**src/rtl/riscv_pkg.sv**
```systemverilog
// Shared RISC-V core definitions: opcode encodings, canonical NOP and the
// fetch-stage state type.
package riscv_pkg;

    localparam logic [6:0] OP_RTYPE  = 7'b0110011;
    localparam logic [6:0] OP_LOAD   = 7'b0000011;
    localparam logic [6:0] OP_STORE  = 7'b0100011;
    localparam logic [6:0] OP_BRANCH = 7'b1100011;
    localparam logic [6:0] OP_IMM    = 7'b0010011;

    localparam logic [31:0] NOP_INSTR = 32'h0000_0013;

    typedef enum logic [1:0] {
        IDLE,
        FETCH,
        STALL,
        DISCARD
    } fetch_state_t;

endpackage

```
**src/rtl/if_id_reg.sv**
```systemverilog
// IF/ID pipeline register: holds pc, instruction and valid for the decoder,
// and exposes the instruction fields as plain slices of the registered word.
module if_id_reg
    import riscv_pkg::*;
#(
    parameter int unsigned data_width = 32
) (
    input  logic                  clk,
    input  logic                  rst,
    input  logic                  flush_i,
    input  logic                  load_i,
    input  logic                  consume_i,
    input  logic [data_width-1:0] pc_i,
    input  logic [31:0]           instr_i,
    output logic                  valid_o,
    output logic [data_width-1:0] pc_o,
    output logic [31:0]           instr_o,
    output logic [6:0]            opcode_o,
    output logic [4:0]            rd_o,
    output logic [2:0]            func3_o,
    output logic [4:0]            rs1_o,
    output logic [4:0]            rs2_o,
    output logic [6:0]            func7_o
);

    logic                  valid_q;
    logic [data_width-1:0] pc_q;
    logic [31:0]           instr_q;

    // flush beats load, load beats consumption
    always_ff @(posedge clk) begin
        if (rst || flush_i) begin
            valid_q <= 1'b0;
            pc_q    <= '0;
            instr_q <= NOP_INSTR;
        end else if (load_i) begin
            valid_q <= 1'b1;
            pc_q    <= pc_i;
            instr_q <= instr_i;
        end else if (consume_i) begin
            valid_q <= 1'b0;
        end
    end

    assign valid_o  = valid_q;
    assign pc_o     = pc_q;
    assign instr_o  = instr_q;
    assign opcode_o = instr_q[6:0];
    assign rd_o     = instr_q[11:7];
    assign func3_o  = instr_q[14:12];
    assign rs1_o    = instr_q[19:15];
    assign rs2_o    = instr_q[24:20];
    assign func7_o  = instr_q[31:25];

endmodule

```
**src/rtl/fetch_stage.sv**
```systemverilog
// Instruction-fetch stage: program counter, single-outstanding imem handshake,
// one-entry skid buffer and branch redirect, feeding the IF/ID register.
module fetch_stage
    import riscv_pkg::*;
#(
    parameter int unsigned           data_width = 32,
    parameter logic [data_width-1:0] RESET_PC   = '0
) (
    input  logic                  clk,
    input  logic                  rst,
    output logic                  imem_req,
    output logic [data_width-1:0] imem_addr,
    input  logic                  imem_ack,
    input  logic [31:0]           imem_rdata,
    input  logic                  redirect,
    input  logic [data_width-1:0] redirect_pc,
    input  logic                  id_ready,
    output logic                  id_valid,
    output logic [data_width-1:0] id_pc,
    output logic [31:0]           id_instr,
    output logic [6:0]            opcode,
    output logic [4:0]            rd,
    output logic [2:0]            func3,
    output logic [4:0]            rs1,
    output logic [4:0]            rs2,
    output logic [6:0]            func7
);

    fetch_state_t          state_q, state_d;
    logic [data_width-1:0] pc_q, pc_d;
    logic [data_width-1:0] old_addr_q, old_addr_d;
    logic [data_width-1:0] skid_pc_q, skid_pc_d;
    logic [31:0]           skid_instr_q, skid_instr_d;

    logic                  if_load, if_flush, if_consume;
    logic [data_width-1:0] if_pc;
    logic [31:0]           if_instr;
    logic [data_width-1:0] target_pc;
    logic                  slot_free;

    assign target_pc  = redirect_pc & ~data_width'(3);
    assign slot_free  = !id_valid || id_ready;
    assign if_consume = id_valid && id_ready;

    always_ff @(posedge clk) begin
        if (rst) state_q <= IDLE;
        else     state_q <= state_d;
    end

    always_ff @(posedge clk) begin
        if (rst) begin
            pc_q         <= RESET_PC;
            old_addr_q   <= RESET_PC;
            skid_pc_q    <= '0;
            skid_instr_q <= '0;
        end else begin
            pc_q         <= pc_d;
            old_addr_q   <= old_addr_d;
            skid_pc_q    <= skid_pc_d;
            skid_instr_q <= skid_instr_d;
        end
    end

    always_comb begin
        state_d      = state_q;
        pc_d         = pc_q;
        old_addr_d   = old_addr_q;
        skid_pc_d    = skid_pc_q;
        skid_instr_d = skid_instr_q;
        if_load      = 1'b0;
        if_flush     = 1'b0;
        if_pc        = pc_q;
        if_instr     = imem_rdata;
        if (redirect) begin
            // an unanswered request must still be drained before refetching
            pc_d     = target_pc;
            if_flush = 1'b1;
            if ((state_q == FETCH || state_q == DISCARD) && !imem_ack) begin
                state_d = DISCARD;
                if (state_q == FETCH) old_addr_d = pc_q;
            end else begin
                state_d = FETCH;
            end
        end else begin
            unique case (state_q)
                IDLE: state_d = FETCH;
                FETCH: begin
                    if (imem_ack) begin
                        pc_d = pc_q + data_width'(4);
                        if (slot_free) begin
                            if_load = 1'b1;
                        end else begin
                            skid_pc_d    = pc_q;
                            skid_instr_d = imem_rdata;
                            state_d      = STALL;
                        end
                    end
                end
                STALL: begin
                    if (id_ready) begin
                        if_load  = 1'b1;
                        if_pc    = skid_pc_q;
                        if_instr = skid_instr_q;
                        state_d  = FETCH;
                    end
                end
                DISCARD: if (imem_ack) state_d = FETCH;
                default: state_d = IDLE;
            endcase
        end
    end

    always_comb begin
        imem_req  = (state_q == FETCH) || (state_q == DISCARD);
        imem_addr = (state_q == DISCARD) ? old_addr_q : pc_q;
    end

    if_id_reg #(
        .data_width(data_width)
    ) u_if_id (
        .clk      (clk),
        .rst      (rst),
        .flush_i  (if_flush),
        .load_i   (if_load),
        .consume_i(if_consume),
        .pc_i     (if_pc),
        .instr_i  (if_instr),
        .valid_o  (id_valid),
        .pc_o     (id_pc),
        .instr_o  (id_instr),
        .opcode_o (opcode),
        .rd_o     (rd),
        .func3_o  (func3),
        .rs1_o    (rs1),
        .rs2_o    (rs2),
        .func7_o  (func7)
    );

endmodule

```
**config.mk**
```make
export PLATFORM = sky130hd
export DESIGN_NAME = fetch_stage
export DESIGN_NICKNAME = d
export VERILOG_FILES = /design/src/rtl/riscv_pkg.sv /design/src/rtl/if_id_reg.sv /design/src/rtl/fetch_stage.sv
export SDC_FILE = /design/constraint.sdc
export NUM_CORES = 1
export LEC_CHECK = 0
export BUFFER_PORTS_ARGS = -buffer_cell sky130_fd_sc_hd__buf_4
export CAP_MARGIN = 20
export CORE_AREA = 4 4 152 154
export DETAILED_ROUTE_END_ITERATION = 16
export DIE_AREA = 0 0 156 158
export SLEW_MARGIN = 20
export SYNTH_ARGS = -nofsm -noshare
export SYNTH_HDL_FRONTEND = slang
export SYNTH_SLANG_ARGS = --single-unit
```
**constraint.sdc**
```tcl
create_clock -name clk -period 2.6 [get_ports clk]
set_input_delay 0.13 -clock clk [delete_from_list [all_inputs] [get_ports clk]]
set_output_delay 0.13 -clock clk [all_outputs]
set_load 0.005 [all_outputs]
```
==> metrics.md <==
| Metric | Value |
|---|---|
| Max-slew violation count | 0 |
| Synthesized flop and latch total | between 150 and 200 |
| CP max stage cell | buf_4 |
| Initial antenna violation count | 0 |
| P_int | 4.88 mW |
| Async set or reset register ratio after synthesis | 0% |
| Total core area | between 20000 and 25000 um2 |
| CP peak stage delay | 0.39 ns |
| Hold Crit Start | redirect_pc[23] |
| Maximum VDD drop | around 0.45 mV |
| Vias in the first global route | 7273 |
| Syn Area/Cell | 8.34 um2 |
| Hold Path Depth | 3 |
| Register area share after synthesis | 43.6% |
| Relative slew slack | between 50 and 60% |
| Worst Hold Class | input pin to flop |
| Clk sinks | 187 |
| Syn. warnings | 0 |
| CTS H-tree depth | 4 |
| Post-route DRC | 0 |
| Grt total ovfl | 0 |
| Post-CTS setup buffers | 0 |
| Largest net degree at the start of global routing | 94 |
| Startpoint class of the critical path | flop |
| Outcome | finished clean |
| Required @ worst endpoint | 2.47 ns |
| CTS Root Cell | clkbuf_16 |
| Switch share | between 20% and 30% |
| Skew final | about 0.013 ns |
| Worst r2r src | pc_q[5] |
| Cell count after synthesis | between 1000 and 1500 |
| Post-synth top flop | dfxtp_1 |
| Pleak | approximately 4.6 nW |
| MaxCap Viol Count | 0 |
| First-pass GRT wire length | 39300 um |
| GRT Resource Usage Total | 19.9% |
| Clk slew on worst S/H paths | ~0.070 ns |
| RSZ-0062 raised after global routing | no |
| CTS tree | yes |
| WP buf/inv | 2 |
| Clk buf depth | 2 |
| Initial DRT Pass Iterations | 5 |
| Dpl ws | around 0.4 ns |
| Antenna viol nets, final | 0 |
| Switching power total | between 1.5 and 2 mW |
| Worst Hold Path EP | pc_q[23] |
| WL final | roughly 25000 um |
| Pwr/cell area | 582 nW/um2 |
| Reg2reg setup slack | about 0.40 ns |
| Cells along the critical path | ha_1 > buf_4 > mux2_2 > buf_4 |
| Crit path kind | flop to output port |
| Combinational Power Share | a little under an eighth |
| Rows | between 50 and 60 |
| EDFF count, synth | 0 |
| R2r worst-path depth | 5 |
| Share of power burned in registers | about 46% |
| Via count | roughly 7700 |
| CP most frequent cell | buf_4 |
| Setup crit end kind | output port |
| Die area | between 20000 and 25000 um2 |
| Worst Path Max Fanout | 24 |
| Chip Width | roughly 160 um |
| Fin crit share | slightly below 90% |
| Clock Power Share | 41.8% |
| Final GP Congestion | about 0.8 |
| CP arrival | 2.13 ns |
| WL/cell | 16.9 um |
| Mapped cell area | 8580 um2 |
| FF-to-FF End | pc_q[25] |
| Worst-Margin Slew | about 0.63 ns |
| 1st-iter DRT viols | between 300 and 400 |
| Power, Total | ~6.5 mW |
| Setup TNS | 0 ns |
| Min Hold Slack | about 0.029 ns |
| Port bufs | 192 |
| Share of layout cells above drive strength 1 | between 20% and 30% |
| Post-DP HPWL | 16300 um |
| Fin worst setup slack | between 0.3 and 0.4 ns |
| Delay-heaviest family, CP | buffers and inverters |
| Achievable Freq | 0.442 GHz |
| Clock Latency Late Sink | 0.44 ns |
| Initial Util | 39.6% |
| Layout area overhead | 30.9% |
| NumNets Final | 1260 |
| Final Hold Vio Count | 0 |
| Synth cell types | 46 |
| # IOs | roughly 200 |
| Chip height | between 150 and 200 um |
| Vias/cell | 5.21 |
| Final Setup Violations | 0 |
| Min Tclk post-route | 2.26 ns |
| Cts bufs inserted | 17 |
==> stage by stage <==
stage,instance area (um2),cells,util [%]
final,11200,1480,51.8
after global placement,10100,1395,46.5
after detailed placement,10100,1395,46.5
after global routing,11200,1479,51.8
after CTS,11200,1479,51.8
after floorplan,8590,1032,-
==> layout make-up <==
type                            count  area [um2]
Sequential cell                   187        3740
Multi-Input combinational cell    693        4160
Timing Repair Buffer              273        2310
Clock inverter                     12         159
Fill cell                        2063       10500
Antenna cell                        1        2.50
Clock buffer                       19         453
Inverter                           15        56.3
Tap cell                          280         350
==> flip-flops by register name, indices dropped and copies added (netlist names) <==
signal and flops:
skid_pc_q 30, u_if_id.instr_o 32, u_if_id.valid_o 1, state_q 2, pc_q 30, u_if_id.pc_o 30, skid_instr_q 32, old_addr_q 30
==> tightest hold or removal path: cells and delay by family <==
kind | cells | cell delay, ns
AND/OR/NAND/NOR | 1 | 0.11
AO/OA/AOI/OAI | 1 | 0.07
buffers and inverters | 1 | 0.10
==> power groups by stage <==
stage / sequential [mW] / combinational, mW / clock (mW)
3_5_place_dp: 3.08 / 0.728 / 0
5_1_grt: 3.03 / 0.857 / 2.92
4_1_cts: 3.02 / 0.797 / 2.81
3_3_place_gp: 3.08 / 0.723 / 0
2_1_floorplan: 3.03 / 0.429 / 0
6_report: 3.02 / 0.786 / 2.73
==> kinds of logic after synthesis <==
| family | synth area share, % |
|---|---|
| flip-flops | 43.6 |
| other | 0.0437 |
| buffers and inverters | 8.53 |
| adder cells (fa/ha/maj) | 0.583 |
| multiplexers | 10.5 |
| AND/OR/NAND/NOR | 15.7 |
| AO/OA/AOI/OAI | 19.7 |
| XOR/XNOR | 1.23 |
==> synthesized netlist by cell type (all sizes together) (8+ instances only) <==
| cell type | count | area, um2 |
|---|---|---|
| xnor2 | 11 | 96.3 |
| nand2 | 209 | 785 |
| a21oi | 158 | 791 |
| mux2i | 62 | 621 |
| buf | 60 | 382 |
| a311oi | 13 | 114 |
| clkbuf | 77 | 294 |
| a211oi | 70 | 526 |
| nor2 | 30 | 113 |
| mux2 | 25 | 282 |
| nand4 | 9 | 71.3 |
| nand3 | 12 | 65.1 |
| or4 | 9 | 71.3 |
| dfxtp | 187 | 3740 |
| or3 | 8 | 51.3 |
| inv | 15 | 56.3 |
| o21ai | 16 | 80.1 |
==> layout by cell type (no fill, tap or decap), types with 8 or more instances in the layout <==
master	count
inv_1	15
dlygate4sd3_1	53
a311oi_1	13
nor2_1	27
nand2_1	208
o21ai_0	16
nand3_1	10
a21oi_1	158
clkbuf_16	17
mux2_2	25
buf_12	10
nand4_1	8
a211oi_1	70
xnor2_1	11
mux2i_1	62
dfxtp_1	187
or4_1	8
buf_4	210
==> layer usage <==
metal	GRT usage, %	vias up	routed length [um]
met5	0	-	0
met4	4.96	0	329
met3	3.94	19	1410
met2	33.5	218	11900
met1	26.4	3573	11300
li1	-	3901	-
==> worst max-delay path by stage <==
stage | start | endpoint | slack [ns] | depth (start not counted)
after floorplan | state_q[0] | pc_q[25] | 0.61 | 5
after global placement | pc_q[5] | pc_q[25] | 0.44 | 5
after detailed placement | pc_q[5] | pc_q[25] | 0.41 | 5
after CTS | state_q[1] | imem_addr[25] | 0.31 | 4
after global routing | state_q[1] | imem_addr[24] | 0.24 | 4
final | state_q[0] | imem_addr[18] | 0.34 | 4
==> timing repair <==
| item | in CTS | in global routing |
|---|---|---|
| hold buffers | 53 | 0 |
| gates resized for setup | 0 | 0 |
| hold endpoints to repair | 54 | 0 |
Power figures use the tool's default switching activity.
